File: src/rtl/mem_arb_pkg.sv
// mem_arb_pkg: shared encodings and defaults for the memory port arbiter.
package mem_arb_pkg;
   typedef logic [1:0] state_t;
   localparam state_t ST_IDLE  = 2'd0;
   localparam state_t ST_ISSUE = 2'd1;
   localparam state_t ST_WAIT  = 2'd2;
   localparam state_t ST_RESP  = 2'd3;
   localparam logic OWN_IF  = 1'b0;
   localparam logic OWN_MEM = 1'b1;
   localparam int DEF_TIMEOUT_CYCLES = 16;
endpackage

File: src/rtl/mem_arb_watchdog.sv
// mem_arb_watchdog: counts busy cycles and flags expiry on the LIMIT-th one.
module mem_arb_watchdog #(
   parameter int LIMIT = 16
) (
   input  logic clk,
   input  logic rst,
   input  logic clear,
   input  logic en,
   output logic expired
);
   localparam int CW = $clog2(LIMIT + 1);
   logic [CW-1:0] cnt;
   always_ff @(posedge clk)
      if (rst || clear) cnt <= '0;
      else if (en) cnt <= cnt + 1'b1;
   assign expired = en & (cnt == CW'(LIMIT - 1));
endmodule

File: src/rtl/mem_port_arbiter.sv
// mem_port_arbiter: shares one memory port between IF fetches and MEM loads/stores.
// Optional watchdog timeout enabled by defining MEM_ARB_TIMEOUT_EN.
module mem_port_arbiter
   import mem_arb_pkg::*;
#(
   parameter int ADDR_W = 32,
   parameter int DATA_W = 32
`ifdef MEM_ARB_TIMEOUT_EN
   , parameter int TIMEOUT_CYCLES = DEF_TIMEOUT_CYCLES
`endif
) (
   input  logic                clk,
   input  logic                rst,
   input  logic                if_req,
   input  logic [ADDR_W-1:0]   if_addr,
   output logic                if_gnt,
   output logic [DATA_W-1:0]   if_rdata,
   output logic                if_stall,
   input  logic                mem_req,
   input  logic                mem_we,
   input  logic [DATA_W/8-1:0] mem_be,
   input  logic [ADDR_W-1:0]   mem_addr,
   input  logic [DATA_W-1:0]   mem_wdata,
   output logic                mem_done,
   output logic [DATA_W-1:0]   mem_rdata,
   output logic                mem_stall,
   output logic                mport_valid,
   input  logic                mport_ready,
   output logic                mport_we,
   output logic [DATA_W/8-1:0] mport_be,
   output logic [ADDR_W-1:0]   mport_addr,
   output logic [DATA_W-1:0]   mport_wdata,
   input  logic                mport_rvalid,
   input  logic [DATA_W-1:0]   mport_rdata,
   output logic                err
);
   state_t state;
   logic owner, last_owner, busy, got, timed_out, fin, pick_mem, expired;
   logic [DATA_W-1:0] rd;
   assign busy      = (state == ST_ISSUE) | (state == ST_WAIT);
   assign got       = (state == ST_WAIT) & mport_rvalid;
   assign timed_out = busy & expired & ~got;
   assign fin       = got | timed_out;
   assign rd        = timed_out ? '0 : mport_rdata;
   // MEM has priority unless it also finished last and IF is waiting
   assign pick_mem  = mem_req & ~(if_req & (last_owner == OWN_MEM));
   assign if_stall  = if_req & ~if_gnt;
   assign mem_stall = mem_req & ~mem_done;
   always_ff @(posedge clk)
      if (rst) begin
         state       <= ST_IDLE;
         owner       <= OWN_IF;
         last_owner  <= OWN_IF;
         if_gnt      <= 1'b0;
         mem_done    <= 1'b0;
         if_rdata    <= '0;
         mem_rdata   <= '0;
         mport_valid <= 1'b0;
         mport_we    <= 1'b0;
         mport_be    <= '0;
         mport_addr  <= '0;
         mport_wdata <= '0;
      end else begin
         if_gnt   <= fin & (owner == OWN_IF);
         mem_done <= fin & (owner == OWN_MEM);
         if (fin && owner == OWN_IF) if_rdata <= rd;
         if (fin && owner == OWN_MEM && !mport_we) mem_rdata <= rd;
         case (state)
            ST_IDLE:
               if (if_req || mem_req) begin
                  state       <= ST_ISSUE;
                  owner       <= pick_mem ? OWN_MEM : OWN_IF;
                  mport_valid <= 1'b1;
                  mport_we    <= pick_mem & mem_we;
                  mport_be    <= (pick_mem && mem_we) ? mem_be : '1;
                  mport_addr  <= pick_mem ? mem_addr : if_addr;
                  mport_wdata <= pick_mem ? mem_wdata : '0;
               end
            ST_ISSUE:
               if (timed_out || mport_ready) begin
                  state       <= timed_out ? ST_RESP : ST_WAIT;
                  mport_valid <= 1'b0;
               end
            ST_WAIT:
               if (fin) state <= ST_RESP;
            default: begin
               state      <= ST_IDLE;
               last_owner <= owner;
            end
         endcase
      end
`ifdef MEM_ARB_TIMEOUT_EN
   mem_arb_watchdog #(.LIMIT(TIMEOUT_CYCLES)) u_wd (
      .clk     (clk),
      .rst     (rst),
      .clear   (~busy),
      .en      (busy),
      .expired (expired)
   );
   always_ff @(posedge clk)
      if (rst) err <= 1'b0;
      else if (timed_out) err <= 1'b1;
`else
   assign expired = 1'b0;
   assign err     = 1'b0;
`endif
endmodule

File: config.mk
export PLATFORM = sky130hd
export DESIGN_NAME = mem_port_arbiter
export DESIGN_NICKNAME = d
export VERILOG_FILES = /design/src/rtl/mem_arb_pkg.sv /design/src/rtl/mem_arb_watchdog.sv /design/src/rtl/mem_port_arbiter.sv
export SDC_FILE = /design/constraint.sdc
export NUM_CORES = 1
export LEC_CHECK = 0
export CAP_MARGIN = 20
export CORE_MARGIN = 3
export CORE_UTILIZATION = 30
export CTS_BUF_LIST = sky130_fd_sc_hd__clkbuf_16
export CTS_CLUSTER_DIAMETER = 40
export CTS_CLUSTER_SIZE = 20
export DETAILED_ROUTE_END_ITERATION = 16
export HOLD_SLACK_MARGIN = 0.03
export PLACE_DENSITY_LB_ADDON = 0.3
export REMOVE_ABC_BUFFERS = 1
export SYNTH_ARGS = -nofsm -noshare
export SYNTH_HDL_FRONTEND = slang
export SYNTH_SLANG_ARGS = --single-unit
File: constraint.sdc
create_clock -name clk -period 2.4 [get_ports clk]
set_input_delay 0.36 -clock clk [delete_from_list [all_inputs] [get_ports clk]]
set_output_delay 0.36 -clock clk [all_outputs]
set_load 0.01 [all_outputs]
======== Word-level counts from Yosys, hierarchy flattened ========
Cells that the tools add are included.
storage, ports and cells
  output and inout bits ................... 139
  register bits ........................... 140
  input bits .............................. 139
cells by class
  bitwise operators ....................... 12
  mux-type cells .......................... 11
  reduce and logical (&&, ||, !) cells .... 12
  equality and inequality tests ........... 5
operators by type and width
  cell                                                                   count
  32-bit 2-to-1 mux                                                      2
  1-bit bitwise AND                                                      8
  2-bit 2-to-1 mux                                                       3
  2-bit != test, second input constant                                   3
  2-bit one-hot mux with 3 select lines                                  1
  3-bit AND reduction                                                    2
  1-bit logical AND                                                      4
  4-bit 2-to-1 mux                                                       1
  1-bit NOT                                                              4
  1-bit 2-to-1 mux                                                       3
  3-bit OR reduction                                                     1
  2-bit by 1-bit equality test with 1-bit output, second input constant  1
  2-bit equality test, second input constant                             1
  2-bit zero test                                                        1
  1-bit one-hot mux with 2 select lines                                  1
  2-bit AND reduction                                                    1
  2-bit nonzero test                                                     1
  1-bit zero test                                                        1
  1-bit logical OR                                                       1

======== Logic depth before layout (Yosys ltp) ========
Gate-level depths: netlist (run 1).
  depth after elaboration ................. 5
  gate-level depth with buffers ........... 7
  depth with buffers taken out ............ 5

======== Worst setup path after synthesis (run 1) ========
No wires, ideal clock.
  kind .................................... register to register
  start point ............................. register state[0]
  end point ............................... register mport_wdata[10]
  required time ........................... 2.341 ns
  arrival time ............................ 1.410 ns
  cell stages (with the launch flop) ...... 8
  buffers on the path ..................... 2
  setup slack ............................. 0.931 ns
  clock period less this slack ............ 1.469 ns
  library setup time ...................... 0.059 ns
  path through ............................ dfxtp_1 -> inv_1 -> ha_1 -> o21a_1 -> buf_6 -> nor2_2 -> buf_2 -> a22o_1
between the ends
  word-level cells in the longest chain between the ends .. 2
ends and longest elaborated chain
  item                           line                    RTL
  from (decl)                    mem_port_arbiter.sv:37  state_t state;
  from (signal assigned)         mem_port_arbiter.sv:81  state <= timed_out ? ST_RESP : ST_WAIT;
  2-bit zero test                mem_port_arbiter.sv:68  case (state)
  2-bit AND reduction (no line)  --
  to (signal assigned)           mem_port_arbiter.sv:77  mport_wdata <= pick_mem ? mem_wdata : '0;
  to (decl)                      mem_port_arbiter.sv:32  output logic [DATA_W-1:0] mport_wdata,
No other way between the ends.
A chain may end at the register's enable or synchronous reset.

======== Worst setup path in the final report (run 1) ========
  start point ............................. input mem_req
  end point ............................... output mem_stall
between the ends
  word-level cells in the longest chain between the ends .. 1
ends and longest elaborated chain
  item               line                    RTL
  from (decl)        mem_port_arbiter.sv:19  input logic mem_req,
  1-bit bitwise AND  mem_port_arbiter.sv:48  assign mem_stall = mem_req & ~mem_done;
  to (decl)          mem_port_arbiter.sv:26  output logic mem_stall,
No other way between the ends.

==> results_dict.tcl, run 1 <==
set metrics [dict create \
    min_path_type "input port to flop" \
    ff2ff_path_depth 6 \
    fin_worst_skew_ps 13.0 \
    seq_area_frac_synth 0.552 \
    drive_above_1_share 0.0592 \
    diodes 0 \
    cts_hold_buf 0 \
    critPathMaxFanout 8 \
    worst_setup_path_start_kind "input port" \
    rows 46 \
    netSwitchingFraction 0.288 \
    r2r_end "mem_rdata[31]$_SDFFE_PP0P_" \
    synthXorXnorAreaFrac 0 \
    synth.top_cells.by_area "dfxtp_1 55%, a21oi_1 13%, nand2_1 12%" \
    viasPerCell 4.71 \
    pwr-share-clk 0.342 \
    ioPinCount 278 \
    rsz0062_at_grt "false" \
    place_area_mm2 0.00806 \
    cp_top_family "buffers and inverters" \
    worst_slew_pin_slew_ps 533 \
    postRouteAntennaNets 0 \
    post_cts.repair.setup_buffers 0 \
    p_total_uw 7840 \
    cts_root_buf "clkbuf_16" \
    grt_pass1_vias 4941 \
    yosysTopAreaCell "dfxtp_1" \
    seqPwrFrac 0.368 \
    dp_hpwl_mm 11.7 \
    dieArea_mm2 0.0185 \
    grt_pass1_wl_mm 25.5 \
    drt-wirelength-per-cell_um 15.8 \
    die_w_um 136 \
    path_clk_slew_ps 60 \
    syn_to_final_growth_pct 70.7 \
    holdPathStages 2 \
    drv_slew 0 \
    utilization 0.534 \
    arrival_ps 1730 \
    crit_required_ps 2040 \
    cp_slowest_stage_delay_ps 660 \
    fill_cells 1514 \
    setup_viol 0 \
    setup_tns_ps 0 \
    synth_top_family_by_area "compound AO/OA/AOI/OAI gates" \
    cts_made_buffers 17 \
    synth.distinct_cells 32 \
    gr-total-overflow 0 \
    drt_iter0_drc 190 \
    worst-setup-path-type "input port to output port" \
    cts-resized-gates 0 \
    core_mm2 0.0162 \
    grt_max_degree 65 \
    internal_power_uw 5580 \
    initial_core_util 0.313 \
    hold_viol 0 \
    cpMostUsedCell "clkdlybuf4s50_1" \
    die_y_um 136 \
    vdd_drop_max_v 0.000635 \
    antenna_found_initial 0 \
    clock_path_buffers 2 \
    cp-end-kind "output port" \
    cap_violations 0 \
    drt-pass1-iter-count 6 \
    relSlewSlack 0.645 \
    grt_usage 0.176 \
    place_congestion 0.728 \
    rrSetupSlack_ps 670 \
    status "complete, no violations" \
    clock_latency_ps 410 \
    synthCells 590 \
    yosysWarnings 0 \
    post-route-period-util 0.871 \
    cts_sinks 140 \
    synth_compound_area_frac 0.239 \
    synth_top_area_frac 0.552 \
    final_nets 995 \
    holdCritStartpoint "rst" \
    power.switching_uw 2250 \
    crit_chain "clkdlybuf4s50_1 > nor2b_1 > clkdlybuf4s50_1" \
    ys_seq_elements 140 \
    wirelength_mm 17.0 \
    slowest_stage "clkdlybuf4s50_1" \
    h-tree-depth 4 \
    fin_area_mm2 0.00866 \
    vias 5078 \
    reg2reg_from "state[0]$_SDFFE_PP0P_" \
    io_buffers 276 \
    min_to "mem_rdata[11]$_SDFFE_PP0P_" \
    power_density_mw_per_mm2 905 \
    period_needed_ps 2090 \
    synth-adder-area-share 0.0123 \
    syn_area_per_cell_um2 8.60 \
    drc 0 \
    combPwrFrac 0.290 \
    cts_tree "done" \
    synth_area_mm2 0.00507 \
    yosys.area_share.simple 0.142 \
    max_freq_mhz 479 \
    path_buf_inv 2 \
    p_leak_uw 0.00318 \
    muxShareOfSynthArea 0.00592 \
]
[cell type report]
cell class | count | area, um2 | share of cell area
Multi-Input combinational cell | 397 | 2030 | 0.234
Clock buffer | 17 | 425 | 0.0491
Timing Repair Buffer | 290 | 2940 | 0.339
Tap cell | 216 | 270 | 0.0312
Inverter | 5 | 18.8 | 0.00217
Clock inverter | 13 | 176 | 0.0204
Sequential cell | 140 | 2800 | 0.324
[metrics by stage]
step	hold slack (ps)	setup slack [ps]	std cells
floorplan	429	316	542
global placement	441	321	1048
detailed placement	447	318	1048
CTS	266	317	1078
global route	282	279	1078
finish	286	310	1078
[flip-flops by register name, indices dropped and copies added (netlist names)]
signal / count
state: 2
mport_we: 1
mem_rdata: 32
if_rdata: 32
last_owner: 1
mport_valid: 1
if_gnt: 1
mem_done: 1
mport_addr: 32
mport_be: 4
mport_wdata: 32
owner: 1
[power by group through the flow]
stage          registers, uW  clock network (uW)  logic (uW)
2_1_floorplan           3070                   0         793
3_3_place_gp            2920                   0        2280
3_5_place_dp            2920                   0        2290
4_1_cts                 2880                2760        2310
5_1_grt                 2930                2850        2470
6_report                2880                2680        2270
[worst reg2reg max path: stages, from the launching register on]
cell      delay [ps]
dfxtp_1          340
inv_1            110
ha_1             300
nand4b_1         390
buf_12           310
nand2_1           90
a21oi_1           60
[synthesized netlist by cell type]
master    instances
a21boi_4          1
buf_2            19
nor2b_1           2
mux2i_1           3
a21bo_2           1
and3b_1           1
inv_1             5
or3_1             1
o311ai_0          1
ha_1              5
nand2_1         165
o221a_2           4
nor2_2            1
a21oi_1         129
buf_1             2
dfxtp_1         140
clkbuf_1         22
a22o_1           33
and4b_1           1
o21ai_0          33
nand3b_1          1
nand3_1           2
a22oi_1           1
a222oi_1          1
buf_6             1
conb_1            1
buf_4             4
nand4b_1          1
nor2_1            6
o21ai_1           1
o21a_1            1
and3_1            1
[logic make-up (layout without fill, tap and decap cells)]
group,count (synthesis),in the layout
adder cells (fa/ha/maj),5,5
buffers and inverters,53,325
AO/OA/AOI/OAI,206,206
AND/OR/NAND/NOR,182,182
other,1,1
flip-flops,140,140
multiplexers,3,3
[cells in the final DEF (no fill, tap or decap), types with 5 or more instances in the layout]
cell             netlist  routed
a21oi_1              129     129
a22o_1                33      33
buf_12                 0       6
buf_4                  4       8
clkbuf_16              0      17
clkdlybuf4s50_1        0     275
dfxtp_1              140     140
ha_1                   5       5
inv_1                  5       5
nand2_1              165     165
nor2_1                 6       6
o21ai_0               33      33
[how the worst max path moves through the flow]
| stage | startpoint | endpoint | slack [ps] | cells after the start |
|---|---|---|---|---|
| floorplan | state[0]$_SDFFE_PP0P_ | mport_wdata[0]$_SDFFE_PP0P_ | 320 | 5 |
| global placement | mem_req | mem_stall | 320 | 3 |
| detailed placement | mem_req | mem_stall | 320 | 3 |
| CTS | mem_req | mem_stall | 320 | 3 |
| global route | mem_req | mem_stall | 280 | 3 |
| finish | mem_req | mem_stall | 310 | 3 |
[per-layer routing]
layer  vias to the layer above  wire [um]  GRT usage
met5                         -          0          0
met4                         0        145     0.0409
met3                         8       1920     0.0910
met2                       207       7940      0.292
met1                      2336       7020      0.202
li1                       2527          -          -
No activity file was read; power rests on OpenSTA's default activity.
==> run 2, diff against run 1 <==
Settings changed: CTS_CLUSTER_SIZE 20 to 10.
==> results of run 2 <==
Final layout, timing and power as in run 1 (identical DEF).
==> run 3, diff against run 2 <==
Settings changed: CORE_MARGIN 3 to not set.
==> run 3 against run 2 <==
  * Sequential share of layout area barely moved
  * Non-clock buffer count did not move
  * Maximum frequency fell by 3.6%
  * Wire length fell by 3.2%
  * Critical endpoint is now if_stall
==> results_dict.tcl, run 3 (same netlist as run 1, synthesis figures left out) <==
set metrics [dict create \
    arrival_ps 1810 \
    dp_cells 1052 \
    power_density_mw_per_mm2 887 \
    cap_violations 0 \
    drt_iter0_drc 208 \
    slowest_stage "clkdlybuf4s50_1" \
    cts_made_buffers 17 \
    dieArea_mm2 0.0174 \
    drive_above_1_share 0.0625 \
    initial_core_util 0.307 \
    drc 0 \
    holdCritStartpoint "mem_rdata[16]$_SDFFE_PP0P_" \
    min_to "mem_rdata[16]$_SDFFE_PP0P_" \
    worst_setup_path_start_kind "input port" \
    diodes 0 \
    crit_chain "clkdlybuf4s50_1 > nor2b_1 > clkdlybuf4s50_1" \
    hold_viol 0 \
    grt_usage 0.193 \
    holdPathStages 2 \
    rrSetupSlack_ps 690 \
    vias 5080 \
    die_w_um 132 \
    ioPinCount 278 \
    cp-end-kind "output port" \
    h-tree-depth 4 \
    drv_slew 0 \
    rsz0062_at_grt "false" \
    drt-pass1-iter-count 6 \
    clock_path_buffers 2 \
    final_cell_mix "275 x clkdlybuf4s50_1, 165 x nand2_1, 140 x dfxtp_1, 129 x a21oi_1" \
    place_congestion 0.754 \
    postRouteAntennaNets 0 \
    period_needed_ps 2170 \
    worst-setup-path-type "input port to output port" \
    final_common_cell "clkdlybuf4s50_1" \
    vdd_drop_max_v 0.000513 \
    drt-wirelength-per-cell_um 15.2 \
    core_mm2 0.0165 \
    syn_to_final_growth_pct 70.8 \
    clock_latency_ps 420 \
    min_path_type "flop to flop" \
    post_cts.repair.setup_buffers 0 \
    reg2reg_from "state[0]$_SDFFE_PP0P_" \
    wirelength_mm 16.5 \
    p_leak_uw 0.00317 \
    crit_required_ps 2040 \
    cts_sinks 140 \
    critPathMaxFanout 8 \
    status "complete, no violations" \
    setup_viol 0 \
    fin_worst_skew_ps 9.36 \
    io_buffers 276 \
    grt_pass1_vias 4966 \
    rows 47 \
    place_ws_ps 245 \
    p_total_uw 7690 \
    grt_max_degree 71 \
    final_cells 1084 \
    cts-resized-gates 0 \
    fill_cells 1543 \
    gr-total-overflow 0 \
    cp_top_family "buffers and inverters" \
    max_freq_mhz 461 \
    viasPerCell 4.69 \
    cts_root_buf "clkbuf_16" \
    cp_slowest_stage_delay_ps 730 \
    die_y_um 132 \
    setup_tns_ps 0 \
    path_clk_slew_ps 60 \
    final_nets 995 \
    fin_ws_ps 232 \
    antenna_found_initial 0 \
    path_buf_inv 2 \
    post-route-period-util 0.903 \
    r2r_end "mport_addr[0]$_SDFFE_PP0P_" \
    cts_tree "done" \
    worst_slew_pin_slew_ps 534 \
    grt_pass1_wl_mm 26.1 \
    ff2ff_path_depth 6 \
    cts_hold_buf 0 \
    relSlewSlack 0.644 \
    cpMostUsedCell "clkdlybuf4s50_1" \
    dp_hpwl_mm 11.4 \
]
run 3: area by class of cell:
cell class | instances | area [um2] | area share
timing repair buffer | 290 | 2980 | 0.343
inverter | 5 | 18.8 | 0.00217
clock inverter | 15 | 140 | 0.0162
sequential | 140 | 2800 | 0.323
clock buffer | 17 | 425 | 0.0491
multi-input combinational | 397 | 2030 | 0.234
tap | 220 | 275 | 0.0318
run 3: power by group:
part / switching [uW] / internal (uW)
registers: 194 / 2690
logic: 1090 / 1190
clock network: 1090 / 1440
total: 2370 / 5320
run 3: worst reg2reg max path, cell delays in order, from the launching register on:
cell and delay, ps:
dfxtp_1 340, inv_1 110, ha_1 340, o21a_1 220, buf_4 340, o21ai_0 150
a21oi_1 140
run 3: per-stage QoR:
stage	hold slack [ps]	cell area, um2	utilization
6_report	451	8670	0.525
3_5_place_dp	446	8100	0.490
2_1_floorplan	429	4850	-
3_3_place_gp	441	8100	0.490
5_1_grt	472	8670	0.525
4_1_cts	454	8670	0.525
run 3: layer usage:
| layer | part of all wire | global-route usage | vias to the layer above |
|---|---|---|---|
| met3 | 0.093 | 0.0800 | 23 |
| met2 | 0.47 | 0.325 | 211 |
| met5 | 0 | 0 | - |
| li1 | - | - | 2526 |
| met1 | 0.42 | 0.216 | 2320 |
| met4 | 0.020 | 0.0762 | 0 |
run 3: how the worst max path moves through the flow:
stage,from,to,depth (start not counted)
4_1_cts,if_req,if_stall,3
3_5_place_dp,if_req,if_stall,3
6_report,if_req,if_stall,3
3_3_place_gp,if_req,if_stall,3
2_1_floorplan,state[0]$_SDFFE_PP0P_,mport_wdata[0]$_SDFFE_PP0P_,5
5_1_grt,if_req,if_stall,3
